<file path="config.mk">
export PLATFORM = sky130hd
export DESIGN_NAME = pwm_multi_ch
export DESIGN_NICKNAME = d
export VERILOG_FILES = /design/src/rtl/pwm_pkg.sv /design/src/rtl/pwm_cmp_ch.sv /design/src/rtl/pwm_multi_ch.sv
export SDC_FILE = /design/constraint.sdc
export NUM_CORES = 1
export LEC_CHECK = 0
export CAP_MARGIN = 15
export CORE_ASPECT_RATIO = 0.8
export CORE_UTILIZATION = 63
export CTS_CLUSTER_DIAMETER = 100
export DETAILED_ROUTE_END_ITERATION = 10
export GPL_ROUTABILITY_DRIVEN = 0
export GPL_TIMING_DRIVEN = 1
export MAX_ROUTING_LAYER = met4
export PLACE_DENSITY = 0.86
export REMOVE_ABC_BUFFERS = 1
export SLEW_MARGIN = 20
export SYNTH_ARGS = -nofsm -noshare
export SYNTH_HDL_FRONTEND = slang
export SYNTH_SLANG_ARGS = --single-unit
</file>
<file path="constraint.sdc">
create_clock -name clk -period 11.6 [get_ports clk]
set_input_delay 2.32 -clock clk [delete_from_list [all_inputs] [get_ports clk]]
set_output_delay 2.32 -clock clk [all_outputs]
set_load 0.1 [all_outputs]
</file>
<file path="src/rtl/pwm_pkg.sv">
// Shared types and reset constants for the multi-channel PWM generator.
package pwm_pkg;

    typedef enum logic {
        PWM_EDGE   = 1'b0,
        PWM_CENTER = 1'b1
    } pwm_mode_e;

    typedef enum logic {
        DIR_UP   = 1'b0,
        DIR_DOWN = 1'b1
    } pwm_dir_e;

    localparam pwm_mode_e MODE_RST = PWM_EDGE;
    localparam pwm_dir_e  DIR_RST  = DIR_UP;
    localparam logic      PEND_RST = 1'b0;
    localparam logic      OUT_RST  = 1'b0;

endpackage

</file>
<file path="src/rtl/pwm_cmp_ch.sv">
// One PWM channel: duty shadow/active registers, comparator and output flop.
module pwm_cmp_ch
    import pwm_pkg::*;
#(
    parameter int unsigned CBITS = 18
) (
    input  logic             clk,
    input  logic             rst_n,
    input  logic             en,
    input  logic [CBITS-1:0] cnt,
    input  logic [CBITS-1:0] duty,
    input  logic             sh_we,
    input  logic             act_we,
    output logic             pwm
);

    logic [CBITS-1:0] duty_sh_q;
    logic [CBITS-1:0] duty_act_q, duty_act_d;
    logic             pwm_q, pwm_d;

    always_comb begin
        duty_act_d = duty_act_q;
        // A write landing on the boundary edge bypasses the shadow.
        if (act_we) begin
            duty_act_d = sh_we ? duty : duty_sh_q;
        end
        pwm_d = en && (cnt < duty_act_q);
    end

    always_ff @(posedge clk or negedge rst_n) begin
        if (!rst_n) begin
            duty_sh_q  <= '0;
            duty_act_q <= '0;
            pwm_q      <= OUT_RST;
        end else begin
            if (sh_we) begin
                duty_sh_q <= duty;
            end
            duty_act_q <= duty_act_d;
            pwm_q      <= pwm_d;
        end
    end

    assign pwm = pwm_q;

endmodule

</file>
<file path="src/rtl/pwm_multi_ch.sv">
// Multi-channel PWM: shared edge/center counter, double-buffered settings applied
// only at a period boundary.
module pwm_multi_ch
    import pwm_pkg::*;
#(
    parameter int unsigned CBITS = 18,
    parameter int unsigned NCH   = 3
) (
    input  logic                 clk,
    input  logic                 rst_n,
    input  logic                 en,
    input  logic [CBITS-1:0]     period,
    input  logic                 center,
    input  logic [NCH*CBITS-1:0] duty,
    input  logic                 upd_we,
    output logic [NCH-1:0]       pwm_out,
    output logic                 cyc_start,
    output logic                 upd_ack
);

    logic [CBITS-1:0] cnt_q, cnt_d;
    pwm_dir_e         dir_q, dir_d;
    logic [CBITS-1:0] period_act_q, period_sh_q, period_eff;
    pwm_mode_e        mode_act_q, mode_sh_q, mode_eff;
    logic             pending_q;
    logic             cyc_start_q, upd_ack_q;
    logic             boundary, apply;

    assign boundary = en && (cnt_q == '0) && (dir_q == DIR_UP);
    assign apply    = boundary && (pending_q || upd_we);

    always_comb begin
        period_eff = period_act_q;
        mode_eff   = mode_act_q;
        // The step out of a boundary already follows the incoming settings.
        if (apply) begin
            period_eff = upd_we ? period : period_sh_q;
            mode_eff   = upd_we ? pwm_mode_e'(center) : mode_sh_q;
        end

        cnt_d = '0;
        dir_d = DIR_UP;
        if (en && (period_eff != '0)) begin
            if (mode_eff == PWM_EDGE) begin
                cnt_d = (cnt_q >= period_eff) ? '0 : cnt_q + CBITS'(1);
            end else if (dir_q == DIR_UP) begin
                if (cnt_q >= period_eff) begin
                    cnt_d = cnt_q - CBITS'(1);
                    dir_d = (cnt_d == '0) ? DIR_UP : DIR_DOWN;
                end else begin
                    cnt_d = cnt_q + CBITS'(1);
                end
            end else begin
                if (cnt_q > CBITS'(1)) begin
                    cnt_d = cnt_q - CBITS'(1);
                    dir_d = DIR_DOWN;
                end
            end
        end
    end

    always_ff @(posedge clk or negedge rst_n) begin
        if (!rst_n) begin
            cnt_q        <= '0;
            dir_q        <= DIR_RST;
            period_act_q <= '0;
            period_sh_q  <= '0;
            mode_act_q   <= MODE_RST;
            mode_sh_q    <= MODE_RST;
            pending_q    <= PEND_RST;
            cyc_start_q  <= 1'b0;
            upd_ack_q    <= 1'b0;
        end else begin
            cnt_q <= cnt_d;
            dir_q <= dir_d;
            if (upd_we) begin
                period_sh_q <= period;
                mode_sh_q   <= pwm_mode_e'(center);
            end
            if (apply) begin
                period_act_q <= period_eff;
                mode_act_q   <= mode_eff;
                pending_q    <= 1'b0;
            end else if (upd_we) begin
                pending_q <= 1'b1;
            end
            cyc_start_q <= boundary;
            upd_ack_q   <= apply;
        end
    end

    for (genvar i = 0; i < NCH; i++) begin : gen_ch
        pwm_cmp_ch #(
            .CBITS (CBITS)
        ) u_ch (
            .clk    (clk),
            .rst_n  (rst_n),
            .en     (en),
            .cnt    (cnt_q),
            .duty   (duty[i*CBITS +: CBITS]),
            .sh_we  (upd_we),
            .act_we (apply),
            .pwm    (pwm_out[i])
        );
    end

    assign cyc_start = cyc_start_q;
    assign upd_ack   = upd_ack_q;

endmodule

</file>
### Yosys cells after proc, flatten, opt, wreduce, memory -nomap -nowiden

Index checks and enable logic that the tools add are counted.

* $lt $le $gt $ge: 5
* multiplexer cells: 21
* $add $sub $neg: 2
* reduce and logical (&&, ||, !) cells: 12
* bitwise operators: 1

Operator list (number)
* $mux 18: 11
* $lt 18x18->1: 3
* $logic_not 18->1: 2
* $add 18x1->18 const B: 1
* $ge 18x18->1: 1
* $gt 18x1->1 const B: 1
* $reduce_bool 18->1: 1
* $sub 18x1->18 const B: 1
* $mux 1: 10
* $logic_and 1x1->1: 7
* $reduce_bool 2->1: 1
* $logic_or 1x1->1: 1
* $not 1->1: 1

* input bits: 77
* word-level logic and storage cells: 59
* bits in registers: 171

### Logic depth before layout (Yosys ltp)

* word-level depth: 10
* depth in mapped cells: 20

### Hierarchy

Synthesis repeated with hierarchy kept, for this count alone.

* cell total of the unflattened synthesis: 909
* area, all modules: 9290.2 um2

By module, submodules not included
* pwm_cmp_ch: sequential area each 925.9 um2, cells each 153, instances 3, area an instance 1790.5 um2
* pwm_multi_ch: sequential area each 1501.4 um2, cells each 450, instances 1, area an instance 3918.8 um2

### Worst setup path before layout

OpenSTA, ideal clock, no wires.

* path type: input to register
* start point: input upd_we
* end point: register cnt_q[8]
* library setup time: 87 ps
* stages: 15
* setup slack: 5813 ps
* arrival: 5700 ps
* buffers on the path: 4
* cell sequence: buf_2 -> buf_1 -> buf_1 -> mux2_2 -> nand2_1 -> nand2_1 -> ha_1 -> nand2b_1 -> a211oi_1 -> o21ai_0 -> a211o_1 -> a21oi_1 -> buf_2 -> a22oi_1 -> a211oi_2

* word-level cells in the longest chain between the ends: 8
* elaborated cells on any way between the ends: 14
* classes of those cells: order compare (1); mux (9); reduce/logical (4)

RTL lines
* start: declaration: RTL line pwm_multi_ch.sv:15 `input logic upd_we,`
* $logic_or 1x1->1: RTL line pwm_multi_ch.sv:30 `assign apply = boundary && (pending_q || upd_we);`
* $logic_and 1x1->1: RTL line pwm_multi_ch.sv:30
* $mux 18 (*): RTL line pwm_multi_ch.sv:36 `if (apply) begin`
* named net period_eff[0]: RTL line pwm_multi_ch.sv:23 `logic [CBITS-1:0] period_act_q, period_sh_q, period_eff;`
* $ge 18x18->1: RTL line pwm_multi_ch.sv:45, pwm_multi_ch.sv:47
* $mux 18: RTL line pwm_multi_ch.sv:47 `if (cnt_q >= period_eff) begin`
* $mux 18: RTL line pwm_multi_ch.sv:46 `end else if (dir_q == DIR_UP) begin`
* $mux 18: RTL line pwm_multi_ch.sv:44 `if (mode_eff == PWM_EDGE) begin`
* $mux 18 (*): RTL line pwm_multi_ch.sv:43 `if (en && (period_eff != '0)) begin`
* named net cnt_d[8]: RTL line pwm_multi_ch.sv:21 `logic [CBITS-1:0] cnt_q, cnt_d;`
* end signal: assignment: RTL line pwm_multi_ch.sv:74 `cnt_q <= cnt_d;`
* end: declaration: RTL line pwm_multi_ch.sv:21

The timed path passes the listed nets; every way through them passes the cells marked *.
A chain may end at the register's enable or synchronous reset.

### Worst setup path after layout

* start point: input en
* end point: register cnt_q[7]

* word-level cells in the longest chain between the ends: 9
* elaborated cells on any way between the ends: 13
* classes of those cells: order compare (1); mux (7); reduce/logical (5)

RTL lines
* start: declaration: RTL line pwm_multi_ch.sv:11 `input logic en,`
* $logic_and 1x1->1 (*) (2 in a row): RTL line pwm_multi_ch.sv:29 `assign boundary = en && (cnt_q == '0) && (dir_q == DIR_UP);`
* named net boundary: RTL line pwm_multi_ch.sv:27 `logic boundary, apply;`
* $logic_and 1x1->1 (*): RTL line pwm_multi_ch.sv:30
* $mux 18: RTL line pwm_multi_ch.sv:36
* $ge 18x18->1: RTL line pwm_multi_ch.sv:45, pwm_multi_ch.sv:47
* $mux 18: RTL line pwm_multi_ch.sv:47
* $mux 18: RTL line pwm_multi_ch.sv:46
* $mux 18: RTL line pwm_multi_ch.sv:44
* $mux 18 (*): RTL line pwm_multi_ch.sv:43
* named net cnt_d[7]: RTL line pwm_multi_ch.sv:21

Marks and branches as above.

==> impl_metrics.py <==
metrics = {
    "clock_network": {
        "cts_root_buf": "clkbuf_16",
        "postCtsResizedCells": 0,
        "clkTransAtPathRegs_ps": 60,
        "hold_buffers": 0,
        "h-tree-depth": 4,
        "tritoncts": "done",
        "cts_buffers": 17,
        "worstSkewPairLatency_ps": 440,
        "post-cts-setup-buffers": 0,
        "cts.sinks": 171,
        "clockBufferDepth": 2,
    },
    "worst_setup_path": {
        "worst_ep_arrival_time_ps": 7230,
        "max_stage_delay_ps": 790,
        "r2r_cells": 17,
        "r2r_start": "cnt_q[13]",
        "path_max_fanout": 126,
        "setup.worst_path.end_class": "flop",
        "rrSetupSlack_ps": 5530,
        "criticalPathCategory": "primary input to flop",
        "cp_common_cell": "buf_4",
        "cp_top_family": "buffers and inverters",
        "worst_r2r_endpoint": "cnt_q[7]",
        "worst-path-buf-inv": 4,
        "crit_required_ps": 11950,
        "start_kind": "primary input",
        "cp_slowest_cell": "buf_4",
        "crit_chain": "clkdlybuf4s50_1 > nand3b_1 > nor2_4 > o21ai_2 > buf_4 > clkinv_2 > buf_4 > a21boi_0 > ha_1 > a21oi_1 > o21ai_0 > or2_2 > nor2_1 > nor3_4 > a221oi_1 > a211oi_2",
    },
    "floorplanning": {
        "coreArea_sq_um": 14300,
        "die_x_microns": 138,
        "io_pins": 82,
        "row_count": 39,
        "die_h_microns": 111,
        "dieArea_sq_um": 15300,
        "initial_utilization_pct": 64.9,
    },
    "power": {
        "p_switching_w": 0.000570,
        "power_density_nw_per_um2": 172,
        "switching_share_pct": 30.6,
        "power_w": 0.00186,
        "leakage_nw": 5.07,
        "ir_drop_v": 0.000129,
        "p_seq_share_pct": 41.7,
        "pwr-share-comb_pct": 25.5,
        "power.clock.fraction_pct": 32.8,
        "p_int_w": 0.00129,
    },
    "worst_hold_path": {
        "hp-start": "gen_ch[1].u_ch.duty_sh_q[8]",
        "hold_depth": 1,
        "hold_end": "gen_ch[1].u_ch.duty_sh_q[8]",
        "hp-class": "flop to flop",
    },
    "global_routing": {
        "grt_use_met2_pct": 44.2,
        "grt_antenna_before_repair": 0,
        "grt_pass1_wl_microns": 34300,
        "top_usage_layer": "met2",
        "grt_use_total_pct": 30.3,
        "grt_overflow_total": 0,
        "use_met1_pct": 41.5,
        "grt_start_max_net_pins": 127,
        "grt_pass1_vias": 6926,
        "met3_usage_pct": 7.09,
    },
    "finish": {
        "final_cell_mix": "dfrtp_1, nand2_1, inv_1",
        "multi_input_comb_area_sq_um": 4510,
        "diodes": 0,
        "mostFrequentLayoutCell": "dfrtp_1",
        "ff_latch_area_sq_um": 4280,
        "drive_gt1_share_pct": 11.3,
        "fillers": 966,
        "fin_nets": 1146,
        "area_growth_pct": 16.5,
    },
    "timing": {
        "period_share_pct": 59.2,
        "whs_ps": 497,
        "slew_headroom_pct": 28.1,
        "fin_skew_ps": 8.34,
        "tns_ps": 0,
        "setup_slack_ps": 4730,
        "worst_pin_slew_ps": 1080,
        "drv_slew": 0,
        "max_freq_ghz": 0.146,
        "setup_viol": 0,
        "rsz0062_at_grt": "false",
        "min_period_ps": 6870,
        "finalHoldViolCount": 0,
    },
    "yosys": {
        "synth_top_area_share_pct": 46.0,
        "ys_seq_area_share_pct": 46.0,
        "yosys_register_bits": 171,
        "avgSynthCellArea_sq_um": 9.99,
        "yosys-top-cells-area": "dfrtp_1, ha_1, mux2_2",
        "synthCells": 932,
        "ys.flop_type": "dfrtp_1",
        "syn_area_sq_um": 9310,
        "synth_edf_count": 0,
        "ys_async_sr_fraction_pct": 100,
        "synth_cell_types": 60,
        "synth_largest_area_cell": "dfrtp_1",
        "synth_warnings": 0,
    },
    "route": {
        "vias": 7198,
        "ant_nets": 0,
        "drtIter0Drc": 865,
        "wl_per_cell_microns": 17.5,
        "routed_via_density": 6.04,
        "first_pass_iters": 5,
        "wirelength_microns": 20800,
        "drcViolationCount": 0,
    },
    "job": {
        "maxCapViolations": 0,
    },
    "place": {
        "port_buffers": 81,
        "place_hpwl_microns": 13900,
        "dp_slack_ps": 4110,
    },
    "run_status": {
        "outcome": "completed",
    },
}
[area by class of cell]
type / count / area share [%]
clock buffer: 22 / 4.37
clock inverter: 9 / 1.48
inverter: 91 / 3.16
multi-input combinational: 628 / 41.6
sequential: 171 / 39.5
tap: 184 / 2.12
timing repair buffer: 86 / 7.85
[power groups by stage]
stage	Combinational [W]	Clock [W]	Sequential (W)
after floorplan	0.000313	0	0.000780
after global placement	0.000439	0	0.000779
after detailed placement	0.000465	0	0.000785
after CTS	0.000475	0.000617	0.000776
after global routing	0.000539	0.000644	0.000789
final	0.000476	0.000611	0.000777
[metal layers]
metal / wire length, microns / vias to the layer above
li1: - / 3426
met1: 9410 / 3479
met2: 9750 / 263
met3: 1330 / 30
met4: 328 / 0
met5: 0 / -
[logic make-up after synthesis]
group                    after synthesis  synth area share (%)
multiplexers                          75                  8.87
XOR/XNOR                              14                  1.32
AND/OR/NAND/NOR                      251                  13.4
buffers and inverters                133                  5.67
AO/OA/AOI/OAI                        214                  14.8
adder cells (fa/ha/maj)               74                  9.94
flip-flops                           171                  46.0
[sequential cells by signal (all words and copies together) (netlist names)]
| name | flops |
|---|---|
| pending_q | 1 |
| mode_act_q | 1 |
| period_act_q | 18 |
| cyc_start | 1 |
| gen_ch.u_ch.duty_sh_q | 54 |
| period_sh_q | 18 |
| gen_ch.u_ch.duty_act_q | 54 |
| upd_ack | 1 |
| cnt_q | 18 |
| mode_sh_q | 1 |
| gen_ch.u_ch.pwm | 3 |
| dir_q | 1 |
[how the worst max path moves through the flow]
stage,cells past startpoint,slack [ps],from,end
6_report,16,4730,en,cnt_q[7]
5_1_grt,16,4320,en,cnt_q[15]
4_1_cts,17,4610,en,cnt_q[8]
3_5_place_dp,16,4110,en,cnt_q[8]
3_3_place_gp,16,4310,en,cnt_q[8]
2_1_floorplan,11,4820,upd_we,cnt_q[8]
[Yosys cell counts, types with 13 or more instances]
cell / n
a21boi_0: 20
a21o_1: 16
a21oi_1: 27
clkbuf_1: 26
dfrtp_1: 171
ha_1: 74
inv_1: 90
mux2_2: 57
mux2i_1: 17
nand2_1: 105
nand3_1: 17
nand4_1: 18
nor2_1: 29
nor3_1: 13
nor4_1: 22
o21ai_0: 86
[through the flow]
step	instance area, sq um	cells	utilization (%)
after floorplan	9130	890	-
after global placement	10200	1160	71.1
after detailed placement	10200	1160	71.1
after CTS	10800	1191	75.5
after global routing	10800	1191	75.6
final	10800	1191	75.6
Power figures use the tool's default switching activity.
==> variant: new RTL, same settings <==
Register the output `pwm_out`, cleared by the reset; this adds one clock of latency there. The other outputs are not delayed to match.
--- a/src/rtl/pwm_multi_ch.sv
+++ b/src/rtl/pwm_multi_ch.sv
@@ -19,2 +19,4 @@
 );
+
+    logic [NCH-1:0] pwm_c;
 
@@ -102,3 +104,3 @@
             .act_we (apply),
-            .pwm    (pwm_out[i])
+            .pwm    (pwm_c[i])
         );
@@ -109,2 +111,10 @@
 
+    always_ff @(posedge clk or negedge rst_n) begin
+        if (!rst_n) begin
+            pwm_out <= '0;
+        end else begin
+            pwm_out <= pwm_c;
+        end
+    end
+
 endmodule
Function: changed (a bounded check fails within 4 cycles, from zero or initial values and one cycle with rst_n low).
==> variant against the original RTL <==
- synthesized cell count fell by 0.43%
- combinational power rose by 2%
- sequential share of layout area rose by 0.86 points
- critical path depth rose by 1
- hold slack got worse by 0.15 ns
- sequential cell count rose by 3
- setup slack improved by 0.18 ns
- routed wire length fell by 2.3%
- area after synthesis fell by 0.36%
- first-iteration DRC count fell by 30%
- cell area fell by 0.40%
- final cell count rose by 0.17%
- total power fell by 0.46%
==> variant: results (changes against the original RTL) <==
metric	value	unit	change
skew	0.0108	ns	+0.00251 ns
yosysUniqueCellTypes	59		-1.7%
syn-mean-instance-area	10.0	um^2	about the same
vias	7156		-0.58%
synth-adder-area-share	0.0998		+0.000362
use_met2	0.443		+0.000548
ir_drop	121	uV	-6.4%
drive_above_1_share	0.113		-0.000224
synth-xor-area-share	0.0132		+0.0000480
p_leak	5.10	nW	+0.56%
use_met1	0.391		-0.0238
fillCellCount	988		+2.3%
layout.nets	1147		+0.087%
met3_usage	0.0744		+0.00351
netlist_top_cells_area	dfrtp_1, ha_1, mux2_2, o21ai_0, inv_1		
gr-usage-all-layers	0.300		-0.00234
grt_max_degree	110		-13%
worstMarginPinSlew	0.986	ns	-0.0930 ns
drt_iter0_drc	608		-30%
crit_arrival	7.04	ns	-0.19 ns
fmax	149	MHz	+2.7%
place_ws	4.41	ns	+0.306 ns
outcome	completed		
seq_area_frac_synth	0.469		+0.00977
wire_per_inst	17.0	um	-2.5%
synth_compound_area_frac	0.134		-0.0136
==> variant: cell count changes in the layout (fill, tap and decap cells not counted), moves of 2 or more <==
| cell | before | now |
|---|---|---|
| inv_6 | 2 | 4 |
| dfrtp_1 | 171 | 174 |
| nand3_1 | 17 | 13 |
| bufinv_16 | 4 | 2 |
| a21boi_0 | 20 | 2 |
| clkbuf_8 | 3 | 1 |
| inv_1 | 90 | 107 |
| clkinv_4 | 2 | 5 |
==> variant: power groups by stage <==
stage          sequential (mW)  clock (mW)  combinational [mW]
3_5_place_dp             0.801           0               0.474
3_3_place_gp             0.796           0               0.446
6_report                 0.793       0.578               0.485
5_1_grt                  0.807       0.607               0.551
2_1_floorplan            0.798           0               0.318
4_1_cts                  0.792       0.584               0.486
==> variant: worst paths after layout <==
check | start | to | cells past startpoint
worst max register to register | cnt_q[6]$_DFF_PN0_ | cnt_q[7]$_DFF_PN0_ | 17
worst max-delay path | en | cnt_q[7]$_DFF_PN0_ | 17
max in group asynchronous | rst_n | gen_ch[0].u_ch.duty_sh_q[11]$_DFF_PN0_ | 2
worst min-delay path | gen_ch[0].u_ch.pwm$_DFF_PN0_ | pwm_out[0]$_DFF_PN0_ | 0
min in group asynchronous | rst_n | period_sh_q[4]$_DFF_PN0_ | 1
worst min register to register | gen_ch[0].u_ch.pwm$_DFF_PN0_ | pwm_out[0]$_DFF_PN0_ | 0
==> variant: final cells by class <==
class,count,area (um^2),share of cell area
timing repair buffer,86,845,0.0782
multi-input combinational,609,4360,0.404
clock inverter,13,154,0.0142
sequential,174,4350,0.403
tap,184,230,0.0213
inverter,108,410,0.0380
clock buffer,19,443,0.0410
==> variant: metal layers <==
metal / wire, um / vias to the layer above
li1: - / 3396
met3: 1400 / 67
met2: 9360 / 241
met1: 8850 / 3452
met5: 0 / -
met4: 721 / 0
